`config.mk`:
```
export PLATFORM = sky130hd
export DESIGN_NAME = twos_comp_sequencer
export DESIGN_NICKNAME = d
export VERILOG_FILES = /design/src/rtl/twos_comp_sequencer.sv
export SDC_FILE = /design/constraint.sdc
export NUM_CORES = 1
export LEC_CHECK = 0
export ABC_AREA = 1
export CAP_MARGIN = 0
export CORE_MARGIN = 2
export CORE_UTILIZATION = 50
export CTS_CLUSTER_DIAMETER = 60
export DETAILED_ROUTE_END_ITERATION = 10
export PLACE_DENSITY = 0.88
export SLEW_MARGIN = 20
export SYNTH_ARGS = -nofsm -noshare
export SYNTH_HDL_FRONTEND = slang
export SYNTH_SLANG_ARGS = --single-unit
```
`constraint.sdc`:
```
create_clock -name t_clock -period 1.7 [get_ports t_clock]
set_input_delay 0.34 -clock t_clock [delete_from_list [all_inputs] [get_ports t_clock]]
set_output_delay 0.34 -clock t_clock [all_outputs]
set_load 0.02 [all_outputs]
```
`src/rtl/twos_comp_sequencer.sv`:
```
// Bit-serial two's complement negator: captures one word, emits the result LSB first, then holds it.
// Latency: out_valid rises WIDTH edges after the accept edge; one word per WIDTH+2 cycles at best.
// Backpressure: result held in HOLD until out_ready; in_ready only in IDLE, requests while busy are dropped.
module twos_comp_sequencer #(
  parameter int WIDTH = 8
) (
  input  logic             t_clock,
  input  logic             r,
  input  logic             in_valid,
  output logic             in_ready,
  input  logic [WIDTH-1:0] in_data,
  input  logic             in_neg,
  output logic             out_valid,
  input  logic             out_ready,
  output logic [WIDTH-1:0] out_data,
  output logic             out_ovf,
  output logic             busy,
  output logic             ser_bit
);

  // Counter wide enough to index bits 0..WIDTH-1.
  localparam int               CW       = (WIDTH > 1) ? $clog2(WIDTH) : 1;
  localparam logic [CW-1:0]    LAST_IDX = CW'(WIDTH - 1);
  // Most-negative value: the one operand whose negation does not fit.
  localparam logic [WIDTH-1:0] MOST_NEG = {1'b1, {(WIDTH-1){1'b0}}};

  typedef enum logic [1:0] {
    ST_IDLE  = 2'd0,
    ST_SHIFT = 2'd1,
    ST_HOLD  = 2'd2
  } state_e;

  state_e           state_q, state_d;
  logic [WIDTH-1:0] opnd_q,  opnd_d;
  logic [WIDTH-1:0] res_q,   res_d;
  logic [CW-1:0]    cnt_q,   cnt_d;
  logic             neg_q,   neg_d;
  logic             ovf_q,   ovf_d;
  logic             seen_q,  seen_d;

  logic             accept;
  logic             last_bit;
  logic             cur_bit;
  logic             ser_w;

  // A word is taken only from IDLE; anything offered while busy is simply not captured.
  assign accept   = (state_q == ST_IDLE) && in_valid;
  assign last_bit = (cnt_q == LAST_IDX);
  assign cur_bit  = opnd_q[cnt_q];
  // Serial negation: copy bits up to and including the first 1, invert everything above it.
  assign ser_w    = cur_bit ^ (neg_q & seen_q);

  // State register; reset wins over every other input.
  always_ff @(posedge t_clock) begin
    if (r) begin
      state_q <= ST_IDLE;
    end else begin
      state_q <= state_d;
    end
  end

  // Next-state logic.
  always_comb begin
    state_d = state_q;
    case (state_q)
      ST_IDLE: begin
        if (in_valid) begin
          state_d = ST_SHIFT;
        end
      end
      ST_SHIFT: begin
        if (last_bit) begin
          state_d = ST_HOLD;
        end
      end
      ST_HOLD: begin
        if (out_ready) begin
          state_d = ST_IDLE;
        end
      end
      default: begin
        state_d = ST_IDLE;
      end
    endcase
  end

  // Output decode; everything except ser_bit comes straight from registers.
  always_comb begin
    in_ready  = (state_q == ST_IDLE);
    busy      = (state_q != ST_IDLE);
    out_valid = (state_q == ST_HOLD);
    out_ovf   = (state_q == ST_HOLD) && ovf_q;
    out_data  = res_q;
    ser_bit   = (state_q == ST_SHIFT) ? ser_w : 1'b0;
  end

  // Datapath next-state: capture on accept, one result bit per SHIFT cycle, hold otherwise.
  always_comb begin
    opnd_d = opnd_q;
    res_d  = res_q;
    cnt_d  = cnt_q;
    neg_d  = neg_q;
    ovf_d  = ovf_q;
    seen_d = seen_q;
    if (accept) begin
      opnd_d = in_data;
      neg_d  = in_neg;
      ovf_d  = in_neg && (in_data == MOST_NEG);
      cnt_d  = '0;
      seen_d = 1'b0;
      res_d  = '0;
    end else if (state_q == ST_SHIFT) begin
      res_d[cnt_q] = ser_w;
      seen_d       = seen_q | cur_bit;
      if (!last_bit) begin
        cnt_d = cnt_q + 1'b1;
      end
    end
  end

  // Datapath registers; reset clears the visible result so no stale word leaks out.
  always_ff @(posedge t_clock) begin
    if (r) begin
      opnd_q <= '0;
      res_q  <= '0;
      cnt_q  <= '0;
      neg_q  <= 1'b0;
      ovf_q  <= 1'b0;
      seen_q <= 1'b0;
    end else begin
      opnd_q <= opnd_d;
      res_q  <= res_d;
      cnt_q  <= cnt_d;
      neg_q  <= neg_d;
      ovf_q  <= ovf_d;
      seen_q <= seen_d;
    end
  end

endmodule

```
==> summary by stage <==
Layout
The share of cells above drive strength 1 is 0.203. From synthesis to final layout, the design area changed by 35.9%. The number of antenna diodes in the final layout is 0. The number of fill cells in the layout is about 220.

Leaving out filler cells and counting taps, the final layout contains approximately 260. The post-route standard cell area excluding fillers is ~1700 µm². For this run, the share of the core covered by cells in the final layout is 0.706. In the final design database the tool counted about 250 nets.

Die
The core box area is between 2000 and 2500 µm². The overall die area is between 2000 and 3000 µm². The vertical extent of the die is 54.3 µm.

For this configuration, the core starts out at a cell density of 0.520. The die width is around 54 µm. The number of cell rows is 18. The number of I/O pins is 26.

Synthesis
Synthesis inferred 24 register bits. The post-synthesis instance area is ~1300 µm². Of all flip-flops after synthesis, the portion carrying an async set or reset was 0. Counting instances in the post-synthesis netlist gives the leading cell types as 41 x nand2_1, 40 x nor2_1, 24 x dfxtp_1.

After synthesis, the netlist uses 24 different library cells. The number of nets produced by synthesis is slightly above 200. The most repeated cell in the gate-level netlist after synthesis is nand2_1.

The average size of a mapped cell is around 6.7 µm². The number of enable-type register cells in the synthesized netlist is 0. The biggest area consumer among synthesized cells is dfxtp_1. During synthesis, Yosys emitted a total of 0 warnings. The number of standard cells after synthesis is 189. Yosys attributes the largest share of cell area to dfxtp_1 38%, nand2_1 12%, nor2_1 12%.

Of the post-synthesis cell area, the dominant cell type holds 0.380. The most instantiated flip-flop cell in the synthesis netlist is dfxtp_1. Of the synthesized area, sequential elements account for 0.380.

Clock tree
In this run the number of H-tree levels came out at 1. The number of clock sinks is 24. TritonCTS built the clock tree. In this run the clock root is driven by a clkbuf_4.

After clock tree synthesis, the clock-pin slew on the worst setup and hold paths is 0.14 ns. In this run, CTS created clock tree buffers numbering 3. The number of setup buffers added after CTS is 0. The later pin in the worst-skew pair is clocked with a latency of between 0.3 and 0.4 ns.

Counting along the longest clock path gives a buffer depth of 2.

Setup path
The worst path required time is 1.36 ns. The endpoint identified for the worst register-to-register timing path is cnt_q[0]. The worst register-to-register path has a depth of 6.

The worst setup path is launched from a flop. The critical path in this run is classified as flop to primary output. The arrival time at the worst endpoint is about 1.6 ns. Setup slack on the worst reg-to-reg path comes out at between 0.15 and 0.2 ns. Of all nets on the critical path, the largest fanout is 8.

The startpoint of the worst-slack reg-to-reg timing path is cnt_q[0]. The kind of capture point of the worst setup path is a primary output.

Global route
Entering global routing, the biggest net connects 15 pins. The total overflow reported by the global router is 0. The global-route wire length before repair is just under 5 mm. The number of global-route vias before repair was between 1000 and 1500. In the global route stage, overall resource usage came out at 0.225.

The initial antenna violation count is 0.

Place
In this run the cell area measured after placement is approximately 1700 µm². The number of placed instances, taps included, is ~260. The estimated wirelength of the detail-placed design is 2.12 mm. The count of input and output buffers is 25.

At the end of routability-driven placement, the weighted congestion stood at ~0.93.

Min path
The startpoint identified for the worst hold timing path is neg_q. The path with the worst hold slack has its endpoint at neg_q. In this run the worst hold path is classified as flop to flop.

Along the worst hold path, the cell count comes to 2.

STA
Dividing the final minimum period by the clock period gives 1.12. Headroom to the max-slew limit came out at 0.794. The minimum period implied by the final worst setup slack is about 1.9 ns. The count of endpoints failing hold in the final timing report was 0. In the post-route analysis, the smallest setup slack over all paths is -0.200 ns. The max-slew violation count was 0. Setup repair after global routing could not meet its margin everywhere. For the pin with the worst max-slew slack, the measured transition is 0.308 ns. The final setup skew is about 0.0087 ns.

Setup violations remaining at the end of the flow were counted as 1. Derived from the worst setup path, the maximum achievable clock frequency is approximately 530 MHz.

Power and ir drop
The power density over the cells is roughly 760 nW/µm². The total power is about 0.0013 W. The leakage component of the power is 0.824 nW. IR analysis of the VDD net gives a maximum drop of about 0.56 mV.

Route
The DRC violation count after routing is 0. The first-pass iteration count of the detailed router is 4. The DRC violation total after the first TritonRoute iteration is 30.

The count of nets left with antenna violations once routing finished came out at 0. The final routed wirelength across all metal layers is 2.77 mm. The routed layout has between 1000 and 1500 vias. The average wire per standard cell is around 11 µm. Using the TritonRoute via totals, the vias-per-cell ratio works out to approximately 4.9.

Run status
The flow ran to the end, but the final reports show violations. The checks that failed: negative setup slack.

Job
The tool flagged a number of max-cap violations equal to 0.
how the worst max path moves through the flow:
stage	from	to	slack (ns)	cells past startpoint
CTS	cnt_q[0]	ser_bit	-0.19	9
floorplan	cnt_q[0]	ser_bit	0.04	9
finish	cnt_q[0]	ser_bit	-0.20	9
global route	cnt_q[0]	ser_bit	-0.30	9
global placement	cnt_q[0]	ser_bit	-0.31	9
detailed placement	cnt_q[0]	ser_bit	-0.34	9
placed cells by master, fill, tap and decap left out:
cell type	Yosys	layout
nand2_1	41	40
nor2_1	40	40
inv_1	23	23
dfxtp_1	24	22
clkdlybuf4s50_1	0	20
buf_4	2	19
nand3_1	14	14
a21oi_1	10	9
o21ai_0	8	8
nand2_2	3	4
inv_2	3	3
clkbuf_4	0	3
dlygate4sd2_1	0	3
inv_4	2	2
nand4_1	2	2
nor2_2	2	2
nor2_4	2	2
a211oi_2	2	2
ha_1	2	2
buf_6	2	2
nand3_2	1	1
a21oi_2	0	1
nor3_1	1	1
or2_4	0	1
o32ai_1	1	1
xor2_2	1	1
bufinv_16	0	1
dfxtp_4	0	1
dfxtp_2	0	1
clkbuf_2	0	1
metrics by stage:
step / setup WS [ns] / hold WS [ns] / TNS [ns]
5_1_grt: -0.302 / 0.521 / -0.302
2_1_floorplan: 0.0424 / 0.409 / 0
4_1_cts: -0.187 / 0.500 / -0.187
3_3_place_gp: -0.311 / 0.466 / -0.311
3_5_place_dp: -0.341 / 0.471 / -0.341
6_report: -0.200 / 0.501 / -0.200
cells by family after synthesis:
family | count (synthesis) | synth area share
compound gates | 21 | 0.0980
xor+xnor | 1 | 0.0129
buf+inv | 34 | 0.124
simple gates | 107 | 0.365
flops | 24 | 0.380
fa+ha+maj | 2 | 0.0198
cell type report:
class	count	area, µm²	area share
multi-input cells	131	636	0.370
flip-flops and latches	24	485	0.283
repair buffers	45	397	0.231
inverters	28	110	0.0641
well taps	30	37.5	0.0218
clock inverters	1	30.0	0.0175
clock buffers	3	22.5	0.0131
power breakdown:
group / switching, W / internal (W)
clock: 0.000185 / 0.000239
sequential: 0.0000250 / 0.000590
combinational: 0.000140 / 0.000120
worst max-delay path, cell delays in order, from the launching register on:
cell     delay, ns
dfxtp_4       0.42
inv_4         0.06
nand2_1       0.09
nand3_1       0.08
nand2_1       0.07
nand2_1       0.05
nand2_1       0.11
nand2_2       0.07
a21oi_2       0.15
buf_6         0.13
layer usage:
metal	GRT usage	wire length (µm)	vias to the layer above	share of wire
met5	0	0	-	0
met4	0.0875	42	0	0.015
met3	0.0273	156	6	0.056
met2	0.434	1400	37	0.51
met1	0.245	1170	570	0.42
li1	-	-	676	-
sequential cells by signal, indices dropped and copies added (netlist names):
name,cells
state_q,2
opnd_q,8
seen_q,1
ovf_q,1
neg_q,1
cnt_q,3
out_data,8
timing repair:
item                                    in CTS  in global routing
endpoints found under the setup margin       5                  3
hold buffers                                 0                  0
pin swaps                                    0                  5
gates cloned                                 0                  0
resized for setup                           13                  7
(Power assumes the default switching activity.)
==> RTL change 1 (same flow settings) <==
Put a register stage on the output `out_ovf`, without a reset. The value now appears one clock later. The other outputs are not delayed to match.
--- a/src/rtl/twos_comp_sequencer.sv
+++ b/src/rtl/twos_comp_sequencer.sv
@@ -31,2 +31,4 @@
   } state_e;
+
+  logic out_ovf_d;
 
@@ -91,3 +93,3 @@
     out_valid = (state_q == ST_HOLD);
-    out_ovf   = (state_q == ST_HOLD) && ovf_q;
+    out_ovf_d = (state_q == ST_HOLD) && ovf_q;
     out_data  = res_q;
@@ -139,2 +141,6 @@
 
+  always_ff @(posedge t_clock) begin
+    out_ovf <= out_ovf_d;
+  end
+
 endmodule
Behaviour: not the same (a bounded check fails within 10 cycles, from zero or initial values).
==> RTL change 1 against the unedited design <==
Count of clock-buffer cells in the layout is the same. Worst setup slack gained 0.012 ns. Area after synthesis increased by 1.6%. Wire length grew 6.8%. Sequential cell count up 1. Design area up 3.4%. Power is 7.7% lower. The run still ends with negative setup slack left. First-iteration DRC count rose by 80%. Core utilization is 1.7 points higher. Largest cell class unchanged. Critical path depth is the same. Critical endpoint unchanged.
==> RTL change 1: results (changes against the unedited design) <==
Parameter                              Value

Placement
  Post-Place Setup Slack    -0.350 ns (-0.00843 ns)
  Final GP Congestion    0.943 (+1.2%)
  Total placed cells including tap cells    259 (+0.39%)
  Sum of net half-perimeters after detailed placement    2220 µm (+4.5%)
  Area after detailed placement    1680 µm² (+1.2%)

Critical path
  Delay of the slowest critical-path stage    0.40 ns (-0.02 ns)
  Highest fanout seen on the critical path    6 (-2)

Drt
  Via count of the routed design    1333 (+3.4%)
  Ratio of routed vias to standard cells    4.99 (+1.5%)
  Detailed router's first-iteration violation count    54 (+80%)

Cells and area
  Final Net Count    253 (+2.0%)
  Number of inserted filler cells in the final layout    199 (-7.9%)
  Layout cell share with drive strength beyond 1    24.5% (+4.2 points)

STA
  Count of endpoints failing setup in the final report    2 (+1)
  Maximum clock skew at final layout    0.00482 ns (-0.00387 ns)
  Transition time at the pin with the least slew margin    0.322 ns (+0.0140 ns)
  PnR worst setup slack    -0.188 ns (+0.0120 ns)
  Worst hold slack    0.493 ns (-0.00788 ns)

Run status
  Violations in the final reports    negative setup slack
  Outcome    complete, but fails checks

Global route
  Largest net degree at the start of global routing    16 (+1)
  Via count of the first global-routing pass    1179 (-2.4%)
  Total global routing track utilization    23.4% (+0.96 points)

Synthesis
  Cell types with the highest counts after synthesis    sky130_fd_sc_hd__nand2_1 (41), sky130_fd_sc_hd__nor2_1 (40), sky130_fd_sc_hd__dfxtp_1 (25), sky130_fd_sc_hd__inv_1 (23), sky130_fd_sc_hd__nand3_1 (14)
  Sequential area share after synthesis    39.0% (+0.97 points)
  Synth Area in XOR/XNOR    1.27% (-0.020 points)
  Post-synthesis compound-gate area fraction    9.65% (-0.15 points)

Power
  Leakage power figure    0.869 nW (+5.4%)
  Worst voltage drop across the vdd grid    0.948 mV (+70%)
==> RTL change 1: changes by cell type after synthesis, sizes merged <==
cell,before,now
dfxtp,24,25
==> RTL change 1: cell families (layout without fill, tap and decap cells) <==
kind of cell             Yosys count  after routing
XOR/XNOR                           1              1
flip-flops                        25             25
buffers and inverters             34             81
AO/OA/AOI/OAI                     21             21
AND/OR/NAND/NOR                  107            107
adder cells (fa/ha/maj)            2              2
==> RTL change 1: repair_timing <==
action,CTS,global route
setup buffers,1,3
pin swaps,4,8
setup endpoints to repair,4,5
gates resized for setup,14,13
==> RTL change 1: power breakdown <==
group / leakage [nW] / internal (W) / switching, W
Clock: 0.0139 / 0.0000900 / 0.000188
Combinational: 0.649 / 0.000133 / 0.000148
Sequential: 0.206 / 0.000614 / 0.0000258
==> RTL change 1: layout make-up <==
cell class / instances / area [µm²] / area share (%)
Inverter: 28 / 113 / 6.34
Clock inverter: 1 / 7.51 / 0.423
Sequential cell: 25 / 507 / 28.5
Tap cell: 30 / 37.5 / 2.11
Timing Repair Buffer: 49 / 437 / 24.6
Multi-Input combinational cell: 131 / 653 / 36.8
Clock buffer: 3 / 22.5 / 1.27
==> RTL change 1: per-layer routing <==
layer | track usage [%] | share of wire (%) | vias up
li1 | - | - | 679
met1 | 30.9 | 45 | 596
met2 | 37.9 | 48 | 54
met3 | 6.01 | 6.2 | 4
met4 | 5.83 | 0.78 | 0
met5 | 0 | 0 | -
==> RTL change 1: final timing paths <==
| check | from | end | cells after the start |
|---|---|---|---|
| setup / recovery | cnt_q[0] | ser_bit | 9 |
| hold / removal | neg_q | neg_q | 2 |
| setup reg to reg | cnt_q[0] | cnt_q[1] | 7 |
| hold reg to reg | neg_q | neg_q | 2 |
==> RTL change 2 (same flow settings) <==
Without the edit above. `WIDTH`: 8 -> 4.
--- a/src/rtl/twos_comp_sequencer.sv
+++ b/src/rtl/twos_comp_sequencer.sv
@@ -4,3 +4,3 @@
 module twos_comp_sequencer #(
-  parameter int WIDTH = 8
+  parameter int WIDTH = 4
 ) (
Ports: changed (resized in_data and out_data); port bits go from 26 to 18. No check against the original RTL was run, so the function may have changed too.
==> RTL change 2 against the unedited design <==
Power shrank 43%. Wire length shrank 45%. Design area shrank 40%. Sequential cell count shrank 9. Critical path type unchanged. Area after synthesis shrank 41%. Highest routed layer unchanged. Sequential power shrank 38%. Worst hold slack lost 0.035 ns. Worst setup slack gained 0.26 ns.
==> RTL change 2: results (changes against the unedited design) <==
Parameter                              Value

Critical path
  WP data arrival    1.30 ns (-0.26 ns)
  Highest fanout seen on the critical path    5 (-3)

Synthesis
  Mapped Nets    111 (-46%)
  Sequential area share after synthesis    40.5% (+2.5 points)
  Cell types with the highest counts after synthesis    sky130_fd_sc_hd__inv_1 (20), sky130_fd_sc_hd__nand2_1 (16), sky130_fd_sc_hd__dfxtp_1 (15), sky130_fd_sc_hd__nand3_1 (9), sky130_fd_sc_hd__nor2_1 (8)
  Count of cell types in the netlist    17 (-29%)
  Dominant cells by area after synthesis    sky130_fd_sc_hd__dfxtp_1 (41%), sky130_fd_sc_hd__inv_1 (10%), sky130_fd_sc_hd__nand2_1 (8.1%)

CTS
  Clock transition time at the flip-flop clock pins of the worst setup and hold paths    0.09 ns (-0.05 ns)
  Skew-Pair Late Insertion Delay    0.29 ns (-0.04 ns)

Cells and area
  Final Net Count    140 (-44%)
  Layout cell share with drive strength beyond 1    20.6% (+0.38 points)

Run status
  Outcome    finished, final reports clean

Drt
  Final routed wire length divided by cell count    10.7 µm (+1.5%)
  Ratio of routed vias to standard cells    5.06 (+2.8%)
  Detailed router's first-iteration violation count    12 (-60%)

Global route
  Global Route met1 Usage    18.3% (-6.3 points)
  Via count of the first global-routing pass    626 (-48%)
  Met3 global-route usage    5.17% (+2.4 points)
  Largest net degree at the start of global routing    10 (-5)
  Met2 global-route usage    35.1% (-8.3 points)
  Total global routing track utilization    18.8% (-3.7 points)

Placement
  Sum of net half-perimeters after detailed placement    1230 µm (-42%)
  Number of port buffers    17 (-32%)
  Final GP Congestion    0.779 (-16%)

Power
  Leakage power figure    0.500 nW (-39%)

STA
  Maximum clock skew at final layout    0.00884 ns (+0.000145 ns)
RTL change 2: area by class of cell:
type / instances / share of cell area (%)
Multi-Input combinational cell: 62 / 36.9
Tap cell: 15 / 1.82
Clock inverter: 1 / 0.486
Clock buffer: 3 / 2.19
Inverter: 21 / 8.14
Sequential cell: 15 / 29.5
Timing Repair Buffer: 24 / 20.9
RTL change 2: report_power, final:
part / leakage (nW) / switching, W / internal (W)
Combinational: 0.359 / 0.0000859 / 0.0000721
Clock: 0.0177 / 0.000114 / 0.0000874
Sequential: 0.123 / 0.0000141 / 0.000369
RTL change 2: cell families after synthesis:
group                      count (synthesis)  share of synthesized area [%]
AOI/OAI and AO/OA                         19                           15.9
buffers and inverters                     21                           11.3
adders and majority gates                  4                           6.76
DFF                                       15                           40.5
and+or+nand+nor                           39                           25.5
RTL change 2: stage by stage:
stage                     util [%]  cell area, µm²  worst slack [ns]  hold WS (ns)  cells
after floorplan                  -             741             0.194         0.409     98
after global placement        72.8             982            -0.102         0.434    137
after detailed placement      72.8             982            -0.186         0.452    137
after CTS                     74.6            1010            0.0251         0.467    141
after global routing          76.3            1030          -0.00518         0.492    141
final                         76.3            1030            0.0619         0.465    141
RTL change 2: worst paths after layout:
kind / start / depth (start not counted) / end
setup / recovery: cnt_q[0] / 7 / ser_bit
hold / removal: neg_q / 2 / neg_q
setup reg to reg: cnt_q[0] / 6 / cnt_q[1]
hold reg to reg: neg_q / 2 / neg_q
RTL change 2: routing by layer:
layer / share of wire [%] / routed length, µm
met4: 2.0 / 30
met2: 51 / 778
met5: 0 / 0
met3: 4.3 / 65
met1: 42 / 637
RTL change 2: timing repair:
item	4_1_cts	5_1_grt
pin swaps	0	2
gates resized for setup	11	8
setup endpoints to repair	5	1
RTL change 2: critical path, stage by stage (launching register included):
cell and delay, ns:
sky130_fd_sc_hd__dfxtp_4 0.38, sky130_fd_sc_hd__inv_2 0.05, sky130_fd_sc_hd__nand2_2 0.05, sky130_fd_sc_hd__nand3_2 0.07, sky130_fd_sc_hd__nand2_2 0.10, sky130_fd_sc_hd__nand2_2 0.06, sky130_fd_sc_hd__a21oi_2 0.14, sky130_fd_sc_hd__buf_4 0.15
